==> src/rtl/ps2_host_tx.sv <==
// ps2_host_tx: host-to-device PS/2 command transmitter.
// Runs the clock inhibit, start bit, 8 data bits (LSB first), odd parity and
// stop bit, then checks the device ACK. Both pads are open-drain: an OE of 1
// pulls the line low.
// Optional build macro PS2_TX_TIMEOUT_EN adds a watchdog that aborts with ERROR
// when the device stops clocking for TIMEOUT_CYCLES cycles.
//
// state       | meaning
// ------------+-----------------------------------------------------------
// S_IDLE      | pads released, waiting for WRITE
// S_INHIBIT   | clock held low for INHIBIT_CYCLES, then start bit driven
// S_SEND      | one bit driven per device clock fall (data, parity, stop)
// S_ACK       | sample the device ACK on the 11th clock fall
// S_WAIT_IDLE | wait for both lines high, then pulse DONE or ERROR
module ps2_host_tx #(
  parameter int INHIBIT_CYCLES = 3000,
  parameter int TIMEOUT_CYCLES = 50000
) (
  input  logic       CLK,
  input  logic       nRESET,
  input  logic       PS2_CLK_IN,
  input  logic       PS2_DATA_IN,
  output logic       PS2_CLK_OE,
  output logic       PS2_DATA_OE,
  input  logic [7:0] DATA,
  input  logic       WRITE,
  output logic       BUSY,
  output logic       DONE,
  output logic       ERROR
);

  localparam int MAX_CYCLES = (INHIBIT_CYCLES > TIMEOUT_CYCLES) ? INHIBIT_CYCLES : TIMEOUT_CYCLES;
  localparam int CW = $clog2(MAX_CYCLES + 1);
  localparam logic [CW-1:0] INH_LOAD = CW'(INHIBIT_CYCLES - 1);
  localparam logic [CW-1:0] TO_LOAD  = CW'(TIMEOUT_CYCLES);

`ifdef PS2_TX_TIMEOUT_EN
  localparam bit WD_EN = 1'b1;
`else
  localparam bit WD_EN = 1'b0;
`endif

  typedef enum logic [2:0] {
    S_IDLE,
    S_INHIBIT,
    S_SEND,
    S_ACK,
    S_WAIT_IDLE
  } state_t;

  state_t        state_q, state_n;
  logic [CW-1:0] cnt_q, cnt_n;
  logic [3:0]    n_q, n_n;
  logic [7:0]    data_q, data_n;
  logic          par_q, par_n;
  logic          ack_ok_q, ack_ok_n;
  logic          clk_oe_n, data_oe_n, busy_n, done_n, error_n;

  logic [7:0]    filt_q;
  logic          clk_filt_q, clk_filt_d;
  logic          ps2_data_q;
  logic          clk_fall;
  logic          tx_bit;
  logic          timed_out;

  // Pad conditioning: data registered once, clock through an 8-sample
  // all-equal filter with hysteresis, plus a delayed copy for edge detect.
  always_ff @(posedge CLK or negedge nRESET) begin
    if (!nRESET) begin
      filt_q     <= 8'hFF;
      clk_filt_q <= 1'b1;
      clk_filt_d <= 1'b1;
      ps2_data_q <= 1'b1;
    end else begin
      filt_q     <= {filt_q[6:0], PS2_CLK_IN};
      if (filt_q == 8'hFF)
        clk_filt_q <= 1'b1;
      else if (filt_q == 8'h00)
        clk_filt_q <= 1'b0;
      clk_filt_d <= clk_filt_q;
      ps2_data_q <= PS2_DATA_IN;
    end
  end

  assign clk_fall = clk_filt_d & ~clk_filt_q;

  // State, counters and registered pad/status outputs; async reset releases pads.
  always_ff @(posedge CLK or negedge nRESET) begin
    if (!nRESET) begin
      state_q     <= S_IDLE;
      cnt_q       <= '0;
      n_q         <= '0;
      data_q      <= '0;
      par_q       <= 1'b0;
      ack_ok_q    <= 1'b0;
      PS2_CLK_OE  <= 1'b0;
      PS2_DATA_OE <= 1'b0;
      BUSY        <= 1'b0;
      DONE        <= 1'b0;
      ERROR       <= 1'b0;
    end else begin
      state_q     <= state_n;
      cnt_q       <= cnt_n;
      n_q         <= n_n;
      data_q      <= data_n;
      par_q       <= par_n;
      ack_ok_q    <= ack_ok_n;
      PS2_CLK_OE  <= clk_oe_n;
      PS2_DATA_OE <= data_oe_n;
      BUSY        <= busy_n;
      DONE        <= done_n;
      ERROR       <= error_n;
    end
  end

  // Next-state and next-output logic for the request/frame/ACK sequence.
  always_comb begin
    state_n   = state_q;
    cnt_n     = cnt_q;
    n_n       = n_q;
    data_n    = data_q;
    par_n     = par_q;
    ack_ok_n  = ack_ok_q;
    clk_oe_n  = PS2_CLK_OE;
    data_oe_n = PS2_DATA_OE;
    busy_n    = BUSY;
    done_n    = 1'b0;
    error_n   = 1'b0;
    timed_out = WD_EN && (cnt_q == '0);

    // Bit for index n: data LSB first, then parity, then stop (released).
    if (n_q < 4'd8)
      tx_bit = data_q[n_q[2:0]];
    else if (n_q == 4'd8)
      tx_bit = par_q;
    else
      tx_bit = 1'b1;

    case (state_q)
      S_IDLE: begin
        clk_oe_n  = 1'b0;
        data_oe_n = 1'b0;
        if (WRITE) begin
          data_n   = DATA;
          par_n    = ~^DATA;
          busy_n   = 1'b1;
          clk_oe_n = 1'b1;
          cnt_n    = INH_LOAD;
          state_n  = S_INHIBIT;
        end
      end

      S_INHIBIT: begin
        if (cnt_q == '0) begin
          clk_oe_n  = 1'b0;
          data_oe_n = 1'b1;
          n_n       = 4'd0;
          cnt_n     = TO_LOAD;
          state_n   = S_SEND;
        end else begin
          cnt_n = cnt_q - CW'(1);
        end
      end

      S_SEND: begin
        if (clk_fall) begin
          data_oe_n = ~tx_bit;
          n_n       = (n_q >= 4'd10) ? 4'd10 : n_q + 4'd1;
          cnt_n     = TO_LOAD;
          if (n_q == 4'd9)
            state_n = S_ACK;
        end else if (timed_out) begin
          clk_oe_n  = 1'b0;
          data_oe_n = 1'b0;
          error_n   = 1'b1;
          busy_n    = 1'b0;
          state_n   = S_IDLE;
        end else if (WD_EN) begin
          cnt_n = cnt_q - CW'(1);
        end
      end

      S_ACK: begin
        if (clk_fall) begin
          ack_ok_n = ~ps2_data_q;
          cnt_n    = TO_LOAD;
          state_n  = S_WAIT_IDLE;
        end else if (timed_out) begin
          clk_oe_n  = 1'b0;
          data_oe_n = 1'b0;
          error_n   = 1'b1;
          busy_n    = 1'b0;
          state_n   = S_IDLE;
        end else if (WD_EN) begin
          cnt_n = cnt_q - CW'(1);
        end
      end

      S_WAIT_IDLE: begin
        if (clk_filt_q && ps2_data_q) begin
          done_n  = ack_ok_q;
          error_n = ~ack_ok_q;
          busy_n  = 1'b0;
          state_n = S_IDLE;
        end else if (clk_fall) begin
          cnt_n = TO_LOAD;
        end else if (timed_out) begin
          clk_oe_n  = 1'b0;
          data_oe_n = 1'b0;
          error_n   = 1'b1;
          busy_n    = 1'b0;
          state_n   = S_IDLE;
        end else if (WD_EN) begin
          cnt_n = cnt_q - CW'(1);
        end
      end

      default: begin
        clk_oe_n  = 1'b0;
        data_oe_n = 1'b0;
        busy_n    = 1'b0;
        state_n   = S_IDLE;
      end
    endcase
  end

endmodule

==> config.mk <==
export PLATFORM = sky130hd
export DESIGN_NAME = ps2_host_tx
export DESIGN_NICKNAME = d
export VERILOG_FILES = /design/src/rtl/ps2_host_tx.sv
export SDC_FILE = /design/constraint.sdc
export NUM_CORES = 1
export LEC_CHECK = 0
export ABC_AREA = 1
export CAP_MARGIN = 20
export CELL_PAD_IN_SITES_DETAIL_PLACEMENT = 0
export CELL_PAD_IN_SITES_GLOBAL_PLACEMENT = 1
export CORE_MARGIN = 1.5
export CORE_UTILIZATION = 43
export CTS_CLUSTER_SIZE = 8
export DETAILED_ROUTE_END_ITERATION = 12
export GPL_ROUTABILITY_DRIVEN = 0
export PLACE_DENSITY_LB_ADDON = 0.15
export SLEW_MARGIN = 20
export SYNTH_ARGS = -nofsm -noshare
export SYNTH_HDL_FRONTEND = slang
export SYNTH_SLANG_ARGS = --single-unit
==> constraint.sdc <==
create_clock -name CLK -period 3.2 [get_ports CLK]
set_clock_uncertainty 0.1 [all_clocks]
set_input_delay 0.64 -clock CLK [delete_from_list [all_inputs] [get_ports CLK]]
set_output_delay 0.64 -clock CLK [all_outputs]
set_load 0.01 [all_outputs]
Yosys cells after proc, flatten, opt, wreduce, memory -nomap -nowiden
Cells that the tools add are included.

$add $sub $neg: 2. $lt $le $gt $ge: 3. Equal/unequal tests: 14. Reductions and logical operators: 20. Bitwise logic cells: 8. Muxes and demuxes: 35.

Operator list (number): 16-bit two-way mux (4); 16-bit one-hot mux with 4 select lines (1); 3-bit two-way mux (6); 16-bit logical NOT (1); 16-bit by 1-bit subtractor with 16-bit output (second input constant) (1); 1-bit two-way mux (15); 3-bit one-hot mux with 5 select lines (1); 2-bit != test (second input constant) (7); 4-bit two-way mux (3); 3-bit AND reduction (4); 1-bit one-hot mux with 3 select lines (3); 4-bit equality test (second input constant) (2); 8-bit equality test (second input constant) (1); 8-bit logical NOT (1); 4-bit one-hot mux with 2 select lines (1); 8-bit XNOR reduction (1); 1-bit inverter (7); 3-bit by 2-bit equality test with 1-bit output (second input constant) (2); 2-bit AND reduction (3); 6-bit AND reduction (1); 3-bit OR reduction (2); 4-bit by 1-bit adder with 4-bit output (second input constant) (1); 4-bit >= comparator (second input constant) (1); 3-bit by 4-bit less-than comparator with 1-bit output (second input constant) (1); other kinds (10) (12).

Logic and storage cells: 97. Output and inout bits: 5. Register bits: 49. Input port bits: 13.

Longest topological paths before layout
Gate-level depths: netlist (run 1).

Word-level depth: 6. Gate-level depth with buffers: 11. Gate-level depth less buffers: 11.

Worst setup path before layout (run 1)
OpenSTA, ideal clock, no wires.

Path type: register to register. From: reg cnt_q[0]. To: reg cnt_q[14]. Slack: 1.602 ns. Stages on the path, launching flop included: 12. Buffers on the path: 0. Arrival: 1.381 ns. Required time: 2.984 ns. Setup time: 0.116 ns. Cell sequence: dfrtp_1 inv_1 ha_1 nand2_1 nor2_1 nand2_1 nor2_1 nand3_1 nand2_1 nand2_1 nand2_1 nand2_1.

Word-level cells in the longest chain between the ends: 3. Elaborated cells between the ends (all ways): 4. Those cells by class: add/sub: 1; mux: 2; reduce/logical: 1.

Ends and longest elaborated chain: start: declaration (line 52) `logic [CW-1:0] cnt_q, cnt_n;`; start signal: assignment (line 103) `cnt_q <= cnt_n;`; 16-bit by 1-bit subtractor with 16-bit output / 16-bit logical NOT (equally long branches) (line 161, 154); 16-bit two-way mux * (line 154) `if (cnt_q == '0) begin`; 16-bit one-hot mux with 4 select lines * (line 139) `case (state_q)`.

Every way passes the cells marked *; elsewhere a longest branch is shown, timed or not. A chain may end at the register's enable or synchronous reset.

Worst setup path in the final report (run 1)
From: reg PS2_DATA_OE. To: out PS2_DATA_OE.

RTL lines: start: declaration (line 24) `output logic PS2_DATA_OE,`; start signal: assignment (line 109) `PS2_DATA_OE <= data_oe_n;`.

No word-level cell between the ends.

==> results of run 1 <==
==> area by class of cell <==
class | count | area [um2] | share of cell area (%)
inverters | 50 | 198 | 6.39
clock inverters | 2 | 13.8 | 0.445
well taps | 75 | 93.8 | 3.03
multi-input cells | 245 | 1290 | 41.6
repair buffers | 19 | 180 | 5.82
flip-flops and latches | 49 | 1240 | 40.1
clock buffers | 6 | 82.6 | 2.67
==> worst max-delay path by stage <==
stage / cells after the start / end / slack (ns)
final: 1 / PS2_DATA_OE / 1.26
after global routing: 11 / cnt_q[14] / 1.03
after CTS: 1 / PS2_DATA_OE / 1.23
after detailed placement: 8 / cnt_q[7] / 1.14
after global placement: 8 / cnt_q[7] / 1.16
after floorplan: 11 / cnt_q[14] / 1.60
==> cells in the mapped netlist, drive strengths merged <==
library cell and n:
dfstp 11, or2 1, nand3b 5, nor3 2
xor2 5, or3 1, nand2 111, inv 50
nand4 8, dfrtp 38, nor3b 1, nand3 20
o31ai 1, xnor2 6, buf 2, ha 4
clkbuf 1, nor2 40, nor4 2, a21oi 6
o21ai 32
==> flip-flops by register name, summed over array words and instances (netlist names) <==
name,flops
state_q,3
filt_q,8
par_q,1
clk_filt_q,1
BUSY,1
n_q,4
DONE,1
ERROR,1
cnt_q,16
ack_ok_q,1
data_q,8
ps2_data_q,1
PS2_DATA_OE,1
clk_filt_d,1
PS2_CLK_OE,1
==> where the power goes <==
group | switching, W | internal, W
Combinational | 0.000673 | 0.000359
Clock | 0.000210 | 0.000176
Sequential | 0.000127 | 0.000797
==> metal layers <==
layer,up-vias,share of wire (%)
li1,1148,-
met1,1014,47
met2,28,48
met3,9,2.7
met4,0,2.4
met5,-,0
==> cell families after synthesis <==
family / after synthesis / synth area share (%)
xor+xnor: 11 / 3.49
simple gates: 191 / 33.5
fa+ha+maj: 4 / 1.81
compound gates: 39 / 7.85
buf+inv: 53 / 8.35
flops: 49 / 45.0
==> stage by stage <==
step                      total power [W]  cells  hold WS [ns]  setup slack (ns)  area [um2]
after floorplan                   0.00174    347         0.244              1.60        2760
after global placement            0.00197    438         0.258              1.16        3000
after detailed placement          0.00198    438         0.256              1.14        3000
after CTS                         0.00238    446         0.269              1.23        3100
after global routing              0.00258    446         0.270              1.03        3100
final                             0.00234    446         0.267              1.26        3100
==> Flow_metrics.wiki, run 1 <==
{| class="wikitable"
! Metric !! Value
|-
| Status || complete, no violations
|-
| Setup repair after global routing missed its margin || no
|-
| Slew Limit Fails || 0
|-
| Capturing element type of the critical path || output port
|-
| Most frequent cells in the layout || sky130_fd_sc_hd__nand2_1 (101), sky130_fd_sc_hd__inv_1 (43), sky130_fd_sc_hd__dfrtp_1 (38)
|-
| First-pass GRT wire length || 9960 um
|-
| Post-synthesis cell area || 2760 um2
|-
| CTS root buffer || sky130_fd_sc_hd__clkbuf_8
|-
| Clock transition at the registers of the reported paths || 0.09 ns
|-
| Slew of the pin with the lowest slew margin || 0.950 ns
|-
| Leading cell type in the layout, fill and taps excluded || sky130_fd_sc_hd__nand2_1
|-
| Area enclosed by the die boundary || 6900 um2
|-
| Critical path arrival || 1.20 ns
|-
| Vias in the first global route || 2,233
|-
| Final Routed Wirelength || 5650 um
|-
| Post-route clock period utilization || 60.6%
|-
| Source of the worst hold timing path || filt_q[2]
|-
| Number of antenna violations at the first check in global routing || 0
|-
| Detailed placement HPWL || 4300 um
|-
| Hold Violations, Final || 0
|-
| Fmax || 516 MHz
|-
| Remaining antenna violation count after routing || 0
|-
| Sequential area share after synthesis || 45.0%
|-
| Final-report setup violation count || 0
|-
| VDD IR-drop max || 0.000391 V
|-
| Clock sink count || 49
|-
| Largest net degree at the start of global routing || 42
|-
| Headroom to the max-slew limit || 36.7%
|-
| Shortest clock period the worst path allows after layout || 1.94 ns
|-
| Worst-path maximum fanout || 2
|-
| Row Count || 28
|-
| Area share of the leading cell type in the synthesized netlist || 34.5%
|-
| Master of the slowest instance on the critical path || sky130_fd_sc_hd__clkdlybuf4s50_1
|-
| Terminating pin of the worst hold path || filt_q[3]
|-
| Routing usage on met2 || 29.3%
|-
| Effective utilization at floorplan || 45.5%
|-
| Die Ht || 83.1 um
|-
| Chain of cells forming the critical path || clkdlybuf4s50_1
|-
| Global router's overall resource usage || 17.7%
|-
| Detailed Route Iter0 Violations || 104
|-
| # H-tree levels || 2
|-
| Routing usage on met1 || 23.0%
|-
| R2r setup slk || 1.33 ns
|-
| Pwr per Cell Area || 757 nW/um2
|-
| Number of fillers in the final layout || 613
|-
| Average wire per standard cell || 12.7 um
|-
| Via total after detailed routing || 2,199
|-
| Worst setup startpoint || PS2_DATA_OE
|-
| DRT Pass-1 Iters || 4
|-
| Number of buffers inserted by hold repair at cts || 0
|-
| GRT met3 Usage || 3.28%
|-
| Quantity of I/O buffers inserted on ports || 17
|-
| Synthesized area divided by synthesized cell count || 7.95 um2
|-
| Net count of the mapped netlist || 364
|-
| Most utilized layer in the global route result || met2
|-
| Setup Crit Path Kind || reg -> out
|-
| Number of stages on the worst hold path || 0
|-
| Total number of nets in the final design || 387
|-
| I/O Pins || 18
|-
| Buffer depth of the longest clock path || 2
|-
| Resized Gates After CTS || 0
|-
| Ranking of synthesized cells by area || sky130_fd_sc_hd__dfrtp_1 (34%), sky130_fd_sc_hd__nand2_1 (14%), sky130_fd_sc_hd__dfstp_2 (10%), sky130_fd_sc_hd__inv_1 (5.9%), sky130_fd_sc_hd__nor2_1 (4.2%)
|-
| Layout Area Growth over Synthesis || 12.3%
|-
| Max-cap violations || 0
|-
| Clock tree from TritonCTS || built
|-
| Launch point of the worst reg-to-reg path || cnt_q[0]
|-
| Data required time of the critical path || 2.46 ns
|-
| Core region area || 6060 um2
|-
| Kind of start point of the critical path || flip-flop
|-
| Ant diodes || 0
|-
| Drt via density || 4.93
|-
| Crit path largest cell delay || 0.54 ns
|-
| FF+latch count, synth || 49
|-
| Largest delay share family, worst path || buffers and inverters
|-
| Class of the worst hold path || reg -> reg
|-
| Worst Reg2Reg Path Length in Cells || 9
|-
| Synth Instances || 347
|-
| Number of unique standard cell types used by synthesis || 34
|-
| Leak || 1.46 nW
|-
| Number of buffers and inverters on the critical path || 1
|-
| Proportion of layout cells with a drive suffix above 1 || 15.4%
|-
| Clock insertion delay at the later pin of the skew report || 0.30 ns
|-
| Global route total overflow || 0
|-
| Number of warnings printed during yosys synthesis || 0
|-
| Width of the chip || 83.1 um
|-
| Num CTS Buffers || 5
|-
| Setup Buffers After CTS || 0
|-
| FF-to-FF End || PS2_DATA_OE
|-
| Final-layout setup total negative slack || 0 ns
|-
| Count of unresolved DRC violations after routing || 0
|-
| Core Util, Final || 51.1%
|-
| Post-synthesis cell type with the largest combined area || sky130_fd_sc_hd__dfrtp_1
|}
Power figures use the tool's default switching activity.
==> inputs of run 2 (changes only) <==
--- a/config.mk
+++ b/config.mk
@@ -10,7 +10,7 @@
 export CELL_PAD_IN_SITES_DETAIL_PLACEMENT = 0
 export CELL_PAD_IN_SITES_GLOBAL_PLACEMENT = 1
 export CORE_MARGIN = 1.5
-export CORE_UTILIZATION = 43
+export CORE_UTILIZATION = 40
 export CTS_CLUSTER_SIZE = 8
 export DETAILED_ROUTE_END_ITERATION = 12
 export GPL_ROUTABILITY_DRIVEN = 0
==> constraint.sdc (replaced) <==
create_clock -name CLK -period 1.7 [get_ports CLK]
set_clock_uncertainty 0.1 [all_clocks]
set_input_delay 0.34 -clock CLK [delete_from_list [all_inputs] [get_ports CLK]]
set_output_delay 0.34 -clock CLK [all_outputs]
set_load 0.01 [all_outputs]
==> Flow_metrics.wiki, run 2 (synthesis gave the netlist of run 1 again) <==
{| class="wikitable"
! Metric !! Value
|-
| Final-report setup violation count || 0
|-
| Number of buffers and inverters on the critical path || 1
|-
| Crit path largest cell delay || 0.54 ns
|-
| Count of unresolved DRC violations after routing || 0
|-
| Post-route clock period utilization || 96.8%
|-
| Clock transition at the registers of the reported paths || 0.10 ns
|-
| Final design area excluding fillers || 3360 um2
|-
| Global router's overall resource usage || 18.0%
|-
| Setup Crit Path Kind || reg -> out
|-
| Number of flip-flops in the largest register || 16
|-
| Fmax || 607 MHz
|-
| CTS root buffer || sky130_fd_sc_hd__clkbuf_8
|-
| First-pass GRT wire length || 10,500 um
|-
| Ant diodes || 0
|-
| Detailed placement HPWL || 4450 um
|-
| Max-cap violations || 0
|-
| Global route total overflow || 0
|-
| Capturing element type of the critical path || output port
|-
| Via total after detailed routing || 2,291
|-
| Drt via density || 4.79
|-
| VDD IR-drop max || 0.000600 V
|-
| Number of stages on the worst hold path || 0
|-
| Worst-path maximum fanout || 2
|-
| Detailed Route Iter0 Violations || 62
|-
| Largest net degree at the start of global routing || 50
|-
| Number of antenna violations at the first check in global routing || 0
|-
| Largest delay share family, worst path || buffers and inverters
|-
| Clock sink count || 49
|-
| Quantity of I/O buffers inserted on ports || 17
|-
| Kind of start point of the critical path || flip-flop
|-
| Final non-filler cell total || 478
|-
| Register Area || 1240 um2
|-
| Area enclosed by the die boundary || 7400 um2
|-
| Final Total Pwr || 0.00482 W
|-
| Clock tree from TritonCTS || built
|-
| Routed length on met1 || 2710 um
|-
| Critical path arrival || 1.21 ns
|-
| Data required time of the critical path || 1.26 ns
|-
| Buffer depth of the longest clock path || 2
|-
| Pwr per Cell Area || 1430 nW/um2
|-
| Row Count || 30
|-
| Status || complete, no violations
|-
| Core Util, Final || 50.0%
|-
| Area of the multi-input gates || 1320 um2
|-
| Remaining antenna violation count after routing || 0
|-
| Total met3 wirelength after detailed routing || 189 um
|-
| Headroom to the max-slew limit || 78.3%
|-
| Die Ht || 86.0 um
|-
| # H-tree levels || 2
|-
| Number of fillers in the final layout || 670
|-
| Proportion of layout cells with a drive suffix above 1 || 22.6%
|-
| Shortest clock period the worst path allows after layout || 1.65 ns
|-
| Highest Signal Layer || met4
|-
| Total number of nets in the final design || 414
|-
| Leak || 1.59 nW
|-
| Clock insertion delay at the later pin of the skew report || 0.30 ns
|-
| Core region area || 6720 um2
|-
| Effective utilization at floorplan || 41.0%
|-
| # placed instances || 467
|-
| Num CTS Buffers || 5
|-
| Routed length on met2 || 2910 um
|-
| Final Routed Wirelength || 5930 um
|-
| Slew Limit Fails || 0
|-
| I/O Pins || 18
|-
| Final-layout setup total negative slack || 0 ns
|-
| Slew of the pin with the lowest slew margin || 0.322 ns
|-
| Hold Violations, Final || 0
|-
| Average wire per standard cell || 12.4 um
|-
| Largest registers || cnt_q: 16 flops, data_q: 8 flops, filt_q: 8 flops
|-
| Vias in the first global route || 2,273
|-
| DRT Pass-1 Iters || 4
|-
| Layout Area Growth over Synthesis || 21.8%
|-
| Master of the slowest instance on the critical path || sky130_fd_sc_hd__clkdlybuf4s50_1
|-
| Logic depth of the worst path, buffers included || 1
|-
| Leading cell type in the layout, fill and taps excluded || sky130_fd_sc_hd__nand2_1
|-
| Worst Reg2Reg Path Length in Cells || 11
|-
| Chain of cells forming the critical path || clkdlybuf4s50_1
|-
| Class of the worst hold path || reg -> reg
|-
| Placed Area || 3210 um2
|-
| Most frequent cells in the layout || sky130_fd_sc_hd__nand2_1 (101), sky130_fd_sc_hd__inv_1 (41), sky130_fd_sc_hd__dfrtp_1 (38)
|-
| Biggest register || cnt_q
|-
| Width of the chip || 86.0 um
|}
## run 2: cell types whose count changed in the layout (fill, tap and decap cells not counted), moves of 3 or more
cell | previous run | this run
sky130_fd_sc_hd__o21ai_0 | 22 | 19
sky130_fd_sc_hd__buf_4 | 2 | 26
sky130_fd_sc_hd__nor2_2 | 6 | 10
sky130_fd_sc_hd__nor2_1 | 31 | 27
sky130_fd_sc_hd__o21ai_1 | 5 | 8
## run 2: power by group
part / total (W) / leakage [nW] / switching (W) / internal (W)
Combinational: 0.00240 / 0.966 / 0.00142 / 0.000987
Clock: 0.000696 / 0.0374 / 0.000405 / 0.000291
Sequential: 0.00172 / 0.585 / 0.000218 / 0.00150
Total: 0.00482 / 1.59 / 0.00204 / 0.00278
## run 2: repair_timing
item / CTS / global route
hold endpoints to repair: 38 / 0
pin swaps: 0 / 2
resized for setup: 2 / 11
endpoints found under the setup margin: 3 / 18
hold buffers: 1 / 0
setup buffers: 0 / 2
## run 2: per-stage QoR
stage / worst slack (ns) / hold WS, ns
after floorplan: 0.102 / -0.0556
after global placement: -0.0369 / 0.249
after detailed placement: -0.0392 / 0.253
after CTS: 0.00125 / 0.271
after global routing: -0.00405 / 0.277
final: 0.0536 / 0.270
## run 2: layout make-up
cell class	instances	area share (%)
inverters	50	5.89
well taps	80	2.98
multi-input cells	245	39.4
repair buffers	46	12.2
clock buffers	6	2.16
flip-flops and latches	49	36.9
clock inverters	2	0.447
## run 2: final timing paths
check	to	slack [ns]	startpoint
setup / recovery	PS2_CLK_OE	0.05	PS2_CLK_OE
hold / removal	filt_q[4]	0.27	filt_q[3]
hold reg to reg	filt_q[4]	0.27	filt_q[3]
setup reg to reg	cnt_q[14]	0.12	cnt_q[1]
max in group asynchronous	filt_q[6]	0.75	nRESET
min in group asynchronous	cnt_q[3]	0.44	nRESET
## run 2: layer usage
| metal | vias to the layer above | track usage, % |
|---|---|---|
| met4 | 0 | 5.57 |
| met5 | - | 0 |
| met1 | 1043 | 23.0 |
| met2 | 40 | 30.9 |
| li1 | 1198 | - |
| met3 | 10 | 3.18 |
